[config.mk]
export PLATFORM = sky130hd
export DESIGN_NAME = score_select_arbiter
export DESIGN_NICKNAME = d
export VERILOG_FILES = /design/src/rtl/sched_pkg.sv /design/src/rtl/fp32_less_than.sv /design/src/rtl/score_select_arbiter.sv
export SDC_FILE = /design/constraint.sdc
export NUM_CORES = 1
export LEC_CHECK = 0
export CAP_MARGIN = 15
export CORE_ASPECT_RATIO = 1.1
export CORE_MARGIN = 5
export CORE_UTILIZATION = 35
export CTS_BUF_LIST = sky130_fd_sc_hd__clkbuf_2 sky130_fd_sc_hd__clkbuf_4 sky130_fd_sc_hd__clkbuf_8
export DETAILED_ROUTE_END_ITERATION = 8
export SETUP_SLACK_MARGIN = 0.5
export SLEW_MARGIN = 20
export SYNTH_ARGS = -nofsm -noshare
export SYNTH_HDL_FRONTEND = slang
export SYNTH_SLANG_ARGS = --single-unit
[constraint.sdc]
create_clock -name clk -period 7.63 [get_ports clk]
set_clock_uncertainty 0.1 [all_clocks]
set_input_delay 1.1445 -clock clk [delete_from_list [all_inputs] [get_ports clk]]
set_output_delay 1.1445 -clock clk [all_outputs]
set_load 0.005 [all_outputs]
[src/rtl/sched_pkg.sv]
// Shared scheduling types and FP32 field constants for the score selection path.
package sched_pkg;

  typedef enum logic [1:0] {
    IDLE  = 2'd0,
    ISSUE = 2'd1,
    WAIT  = 2'd2,
    DONE  = 2'd3
  } state_e;

  localparam int          FP32_SIGN_BIT  = 31;
  localparam logic [7:0]  FP32_EXP_ONES  = 8'hFF;
  localparam logic [22:0] FP32_MANT_MASK = 23'h7F_FFFF;
  localparam logic [31:0] FP32_POS_ZERO  = 32'h0000_0000;

  function automatic logic fp32_is_nan(input logic [31:0] v);
    return (v[30:23] == FP32_EXP_ONES) && ((v[22:0] & FP32_MANT_MASK) != '0);
  endfunction

endpackage

[src/rtl/fp32_less_than.sv]
// Combinational FP32 a < b in sign-magnitude order; +0 and -0 compare equal.
// Latency: 0 cycles. Backpressure: none (pure function of a and b).
module fp32_less_than
  import sched_pkg::*;
(
  input  logic [31:0] a,
  input  logic [31:0] b,
  output logic        lt,
  output logic        a_nan
);

  logic [30:0] a_mag;
  logic [30:0] b_mag;
  logic        a_neg;
  logic        b_neg;

  always_comb begin
    a_mag = a[30:0];
    b_mag = b[30:0];
    a_neg = a[FP32_SIGN_BIT];
    b_neg = b[FP32_SIGN_BIT];
    a_nan = fp32_is_nan(a);
    lt    = 1'b0;
    // Two zeros of any sign are equal; otherwise the sign picks the magnitude order.
    if (!((a_mag == '0) && (b_mag == '0))) begin
      unique case ({a_neg, b_neg})
        2'b00:   lt = (a_mag < b_mag);
        2'b11:   lt = (a_mag > b_mag);
        2'b10:   lt = 1'b1;
        default: lt = 1'b0;
      endcase
    end
  end

endmodule

[src/rtl/score_select_arbiter.sv]
// Scans active task slots, requests one score per slot, returns the minimum-score slot.
// Latency: 1 + sum(1 + L_i) over active slots + 1 per inactive slot; result held until sel_rdy.
// Backpressure: sel_vld holds in DONE until sel_rdy; optional SCORE_TIMEOUT_EN bounds each WAIT.
module score_select_arbiter
  import sched_pkg::*;
#(
  parameter int NUM_TASKS      = 4,
  parameter int TASK_ID_WIDTH  = 2,
  parameter int SCORE_BITWIDTH = 32,
  parameter int TIMEOUT_CYCLES = 64
) (
  input  logic                      clk,
  input  logic                      reset_n,
  input  logic                      start,
  input  logic [NUM_TASKS-1:0]      task_active,
  output logic                      calc_mode,
  output logic                      calc_req_vld,
  output logic [TASK_ID_WIDTH-1:0]  calc_req_id,
  input  logic [SCORE_BITWIDTH-1:0] score_dat,
  input  logic                      score_vld,
  output logic                      sel_vld,
  input  logic                      sel_rdy,
  output logic [TASK_ID_WIDTH-1:0]  sel_id,
  output logic [SCORE_BITWIDTH-1:0] sel_score,
  output logic                      sel_none,
  output logic                      busy,
  output logic                      timeout_err
);

  if (NUM_TASKS < 2 || TASK_ID_WIDTH != $clog2(NUM_TASKS) ||
      SCORE_BITWIDTH != 32 || TIMEOUT_CYCLES < 1) begin : g_bad_params
    $error("score_select_arbiter: unsupported parameter set");
  end

  state_e                      state;
  logic [TASK_ID_WIDTH-1:0]    ptr;
  logic [NUM_TASKS-1:0]        mask;
  logic                        best_vld;
  logic [SCORE_BITWIDTH-1:0]   best_score;
  logic [TASK_ID_WIDTH-1:0]    best_id;

  logic                        cand_lt;
  logic                        cand_nan;
  logic                        to_fire;
  logic                        last;
  logic [TASK_ID_WIDTH-1:0]    ptr_inc;
  logic                        wait_done;
  logic                        upd;
  logic                        best_vld_nxt;
  logic [SCORE_BITWIDTH-1:0]   best_score_nxt;
  logic [TASK_ID_WIDTH-1:0]    best_id_nxt;
  logic [TASK_ID_WIDTH-1:0]    sel_id_nxt;
  logic [SCORE_BITWIDTH-1:0]   sel_score_nxt;

  assign calc_mode = 1'b1;

  fp32_less_than u_cmp (
    .a     (score_dat),
    .b     (best_score),
    .lt    (cand_lt),
    .a_nan (cand_nan)
  );

  always_comb begin
    last      = (ptr == TASK_ID_WIDTH'(NUM_TASKS - 1));
    ptr_inc   = ptr + TASK_ID_WIDTH'(1);
    wait_done = (state == WAIT) && (score_vld || to_fire);
    // Strict less-than keeps the earlier slot on ties; NaN never wins.
    upd       = (state == WAIT) && score_vld && !cand_nan && (!best_vld || cand_lt);
    best_vld_nxt   = best_vld | upd;
    best_score_nxt = upd ? score_dat : best_score;
    best_id_nxt    = upd ? ptr : best_id;
    sel_id_nxt     = best_vld_nxt ? best_id_nxt : '0;
    sel_score_nxt  = best_vld_nxt ? best_score_nxt : SCORE_BITWIDTH'(FP32_POS_ZERO);
  end

  always_ff @(posedge clk or negedge reset_n) begin
    if (!reset_n) begin
      state        <= IDLE;
      ptr          <= '0;
      mask         <= '0;
      best_vld     <= 1'b0;
      best_score   <= SCORE_BITWIDTH'(FP32_POS_ZERO);
      best_id      <= '0;
      calc_req_vld <= 1'b0;
      calc_req_id  <= '0;
      sel_vld      <= 1'b0;
      sel_id       <= '0;
      sel_score    <= '0;
      sel_none     <= 1'b0;
      busy         <= 1'b0;
    end else begin
      calc_req_vld <= 1'b0;
      unique case (state)
        IDLE: begin
          if (start) begin
            state        <= ISSUE;
            ptr          <= '0;
            mask         <= task_active;
            best_vld     <= 1'b0;
            best_score   <= SCORE_BITWIDTH'(FP32_POS_ZERO);
            best_id      <= '0;
            busy         <= 1'b1;
            calc_req_id  <= '0;
            calc_req_vld <= task_active[0];
          end
        end
        ISSUE, WAIT: begin
          best_vld   <= best_vld_nxt;
          best_score <= best_score_nxt;
          best_id    <= best_id_nxt;
          if (state == ISSUE && mask[ptr]) begin
            state <= WAIT;
          end else if (state == ISSUE || wait_done) begin
            if (last) begin
              state     <= DONE;
              sel_vld   <= 1'b1;
              sel_none  <= ~best_vld_nxt;
              sel_id    <= sel_id_nxt;
              sel_score <= sel_score_nxt;
            end else begin
              // Request pulse is registered here so it lines up with the ISSUE cycle of the next slot.
              state        <= ISSUE;
              ptr          <= ptr_inc;
              calc_req_id  <= ptr_inc;
              calc_req_vld <= mask[ptr_inc];
            end
          end
        end
        DONE: begin
          if (sel_rdy) begin
            state     <= IDLE;
            sel_vld   <= 1'b0;
            sel_none  <= 1'b0;
            sel_id    <= '0;
            sel_score <= '0;
            busy      <= 1'b0;
          end
        end
        default: state <= IDLE;
      endcase
    end
  end

`ifdef SCORE_TIMEOUT_EN
  localparam int TO_W = $clog2(TIMEOUT_CYCLES + 1);
  logic [TO_W-1:0] to_cnt;

  assign to_fire = (state == WAIT) && !score_vld && (to_cnt == TO_W'(TIMEOUT_CYCLES - 1));

  always_ff @(posedge clk or negedge reset_n) begin
    if (!reset_n) begin
      to_cnt      <= '0;
      timeout_err <= 1'b0;
    end else begin
      if (state == WAIT && !score_vld && !to_fire) to_cnt <= to_cnt + TO_W'(1);
      else                                         to_cnt <= '0;
      if (state == IDLE && start) timeout_err <= 1'b0;
      else if (to_fire)           timeout_err <= 1'b1;
    end
  end
`else
  assign to_fire     = 1'b0;
  assign timeout_err = 1'b0;
`endif

endmodule
==> reports/summary.txt <==
CTS buffer count: 9
Sequential share of power: 37.9%
Placed Instance Area: 0.005857 sq mm
Endpoints failing hold: 0
Placed Cells: 756
Power density cells: 276.4 mW/mm^2
Crit-path max FO: 33
Vias in the first global route: 4256
Post-synth cell types: 49
Register area share after synthesis: 40.67%
Clock Power Share: 18.1%
Clock Pin Slew Worst Setup and Hold Paths: 0.08 ns
Syn_nets: 588
Drt via density: 5.443
Die Span X: 123.8 um
Combinational share of power: 43.9%
Initial core utilization: 35.83%
Synth Area in Compound Gates: 17.73%
Clock root buffer: clkbuf_8
Worst-Skew Late Latency: 0.38 ns
# Post-CTS Setup Buffers: 0
Int Pwr: 0.9698 mW
Final Total Pwr: 1.670 mW
ANT cells: 0
Outcome: completed
Tightest Pin Transition: 1.023 ns
CTS H-tree depth: 3
TNS Setup: 0 ns
Main flop type after synthesis: dfrtp_1
Switching fraction of total power: 41.92%
Crit path top cell by count: a21oi_1
Design Area, Final: 0.006042 sq mm
Synth Register Bits: 81
Core ar.: 0.01391 sq mm
Multiplexer share of the synthesized area: 8.411%
Post-synthesis cell area: 0.004984 sq mm
Clock Sinks: 81
Largest family of logic cells by synthesized area: compound AO/OA/AOI/OAI gates
Io pins: 83
Fmax: 0.2115 GHz
Worst Hold Launch: sel_score[1]$_DFFE_PN0P_
Synth Area in XOR/XNOR: 0%
Initial antenna violation count: 0
Clk buf depth: 2
Met3 GRT Util: 3.634%
Syn Area/Cell: 9.772 sq um
Leakage power: 2.323 nW
DR vias: 4202
Met2 usage: 27.38%
Top Usage Layer GRT: met2
NetSw: 0.7000 mW
Area Growth Syn to Fin: 21.24%
Die Area: 0.01673 sq mm
DR DRC count: 0
Max VDD drop: 0.2184 mV
Cells after Synth: 510
Initial drt markers: 242
Gpl congestion: 0.8533
HP Class: reg2reg
Die Span Y: 135.2 um
Met1 global-route usage: 22.39%
Worst Setup End Kind: flip-flop
Simple-gate share of the synthesized area: 16.57%
Critical path arrival: 4.94 ns
Largest net degree at the start of global routing: 82
Final WL: 13.63 mm
CTS tree: done
Crit Path Class: in2reg
GRT Total Usage: 16.98%
Critical path, cell by cell: clkdlybuf4s50_1 > ha_1 > a21oi_1 > a21oi_1 > o31a_1 > o41ai_2 > a2111o_2 > nand3_2 > buf_4 > o21ai_4 > a32o_1
First-pass GRT wire length: 22.30 mm
Post-Synth Adder-Cell Area: 9.289%
Detail Route Antenna Nets: 0
Crit-path slowest cell: nand3_2
FF-to-FF Start: best_score[4]$_DFFE_PN0P_
CTS Hold Bufs: 0
Total gr overflow: 0
CP startpoint: score_dat[2]
Layout cells sized above 1: 9.075%
DP HPWL: 9.881 mm
1st-pass router iterations: 5
Slew HR: 31.82%
Drt wl/cell: 17.65 um
Critical path launch point type: input pin
Nets: 657
Port buffer count: 80
Setup violations, final: 0
Std-Cell Rows: 45
Critical Path RT: 7.84 ns
Post-cts sizing count: 0
EDFF count, synth: 0
RSZ-0062 raised after global routing: no
Pins Over Slew Limit: 0
Ys async rst share: 100.0%
Max cap viols: 0
CP peak stage delay: 0.66 ns
Crit path time final: 4.728 ns
Total of warnings raised by yosys: 0
Tcrit/Tclk final: 61.97%
Post-route insts no fill: 772
logic make-up (layout without fill, tap and decap cells):
| logic type | after synthesis | after routing |
|---|---|---|
| flops | 81 | 81 |
| mux | 39 | 39 |
| compound gates | 111 | 111 |
| other cells | 2 | 2 |
| fa+ha+maj | 37 | 37 |
| simple gates | 174 | 174 |
| buf+inv | 66 | 140 |
critical path, delay by kind of cell:
kind / cells / cell delay [ns]
AO/OA/AOI/OAI: 7 / 1.66
adder cells (fa/ha/maj): 1 / 0.38
AND/OR/NAND/NOR: 1 / 0.66
buffers and inverters: 2 / 1.10
power groups by stage:
stage / sequential [mW] / clock, mW / combinational (mW)
global placement: 0.638 / 0 / 0.719
floorplan: 0.602 / 0 / 0.541
finish: 0.633 / 0.303 / 0.734
global route: 0.650 / 0.327 / 0.827
detailed placement: 0.642 / 0 / 0.736
CTS: 0.634 / 0.311 / 0.740
cell usage in the layout, fill, tap and decap left out, drive strengths merged, types with 15 or more instances in the layout:
cell and count:
a21oi 17, clkdlybuf4s50 79, dfrtp 81, ha 37, inv 37, mux2i 34, nand2 85, nand3 35
nor4 15, o21ai 42, o311ai 23
layer usage:
metal	routed length, um	vias to the layer above
met2	6478	100
met4	281	0
met5	0	-
met3	745	21
li1	-	1992
met1	6122	2089
cells in the mapped netlist, types with 2 or more instances:
library cell | instances | share of area, %
nand3_1 | 34 | 3.4
inv_1 | 37 | 2.8
mux2_2 | 3 | 0.68
nand2_1 | 85 | 6.4
conb_1 | 2 | 0.15
nor4_1 | 14 | 1.8
nand3b_1 | 2 | 0.30
nor2_1 | 10 | 0.75
dfrtp_1 | 81 | 41
o211ai_1 | 5 | 0.75
o22ai_1 | 3 | 0.38
o311ai_1 | 12 | 2.1
clkbuf_1 | 16 | 1.2
ha_1 | 37 | 9.3
buf_12 | 4 | 1.6
mux2i_1 | 34 | 6.8
or2_2 | 2 | 0.25
mux4_2 | 2 | 0.90
nand4_1 | 14 | 1.8
and2_1 | 5 | 0.63
a21o_1 | 3 | 0.45
buf_6 | 2 | 0.45
o21ai_0 | 7 | 0.70
o311ai_2 | 11 | 3.6
nor3_1 | 3 | 0.30
a32o_1 | 7 | 1.4
a21oi_1 | 16 | 1.6
buf_4 | 5 | 0.75
o21ai_1 | 34 | 3.4
flip-flops by register name (all words and copies together) (netlist names):
name and cells:
best_score 32, sel_score 32, mask 4, best_id 2, ptr 2, sel_id 2, state 2, best_vld 1
busy 1, calc_req_vld 1, sel_none 1, sel_vld 1
final cells by class:
| type | count | area [sq um] |
|---|---|---|
| fill | 1360 | 7865 |
| multi-input combinational | 363 | 2605 |
| sequential | 81 | 2027 |
| timing repair buffer | 87 | 854.6 |
| tap | 188 | 235.2 |
| clock buffer | 13 | 166.4 |
| inverter | 37 | 138.9 |
| clock inverter | 3 | 15.01 |
per-stage QoR:
stage / utilization [%] / setup WS [ns] / hold WS (ns)
global route: 43.45 / 2.678 / 0.4151
floorplan: - / 4.174 / 0.3587
global placement: 42.06 / 2.580 / 0.3709
detailed placement: 42.11 / 2.499 / 0.3760
CTS: 43.42 / 2.902 / 0.3945
finish: 43.45 / 2.902 / 0.3904
path summary, 6_finish.rpt:
| kind | slack, ns | end | cells past startpoint |
|---|---|---|---|
| worst max-delay path | 2.90 | best_score[28]$_DFFE_PN0P_ | 11 |
| worst min-delay path | 0.39 | sel_score[1]$_DFFE_PN0P_ | 2 |
| worst max register to register | 3.71 | best_score[28]$_DFFE_PN0P_ | 11 |
| worst min register to register | 0.39 | sel_score[1]$_DFFE_PN0P_ | 2 |
| max in group asynchronous | 6.19 | ptr[0]$_DFFE_PN0P_ | 1 |
| min in group asynchronous | 0.71 | sel_score[13]$_DFFE_PN0P_ | 1 |
Power figures use the tool's default switching activity.
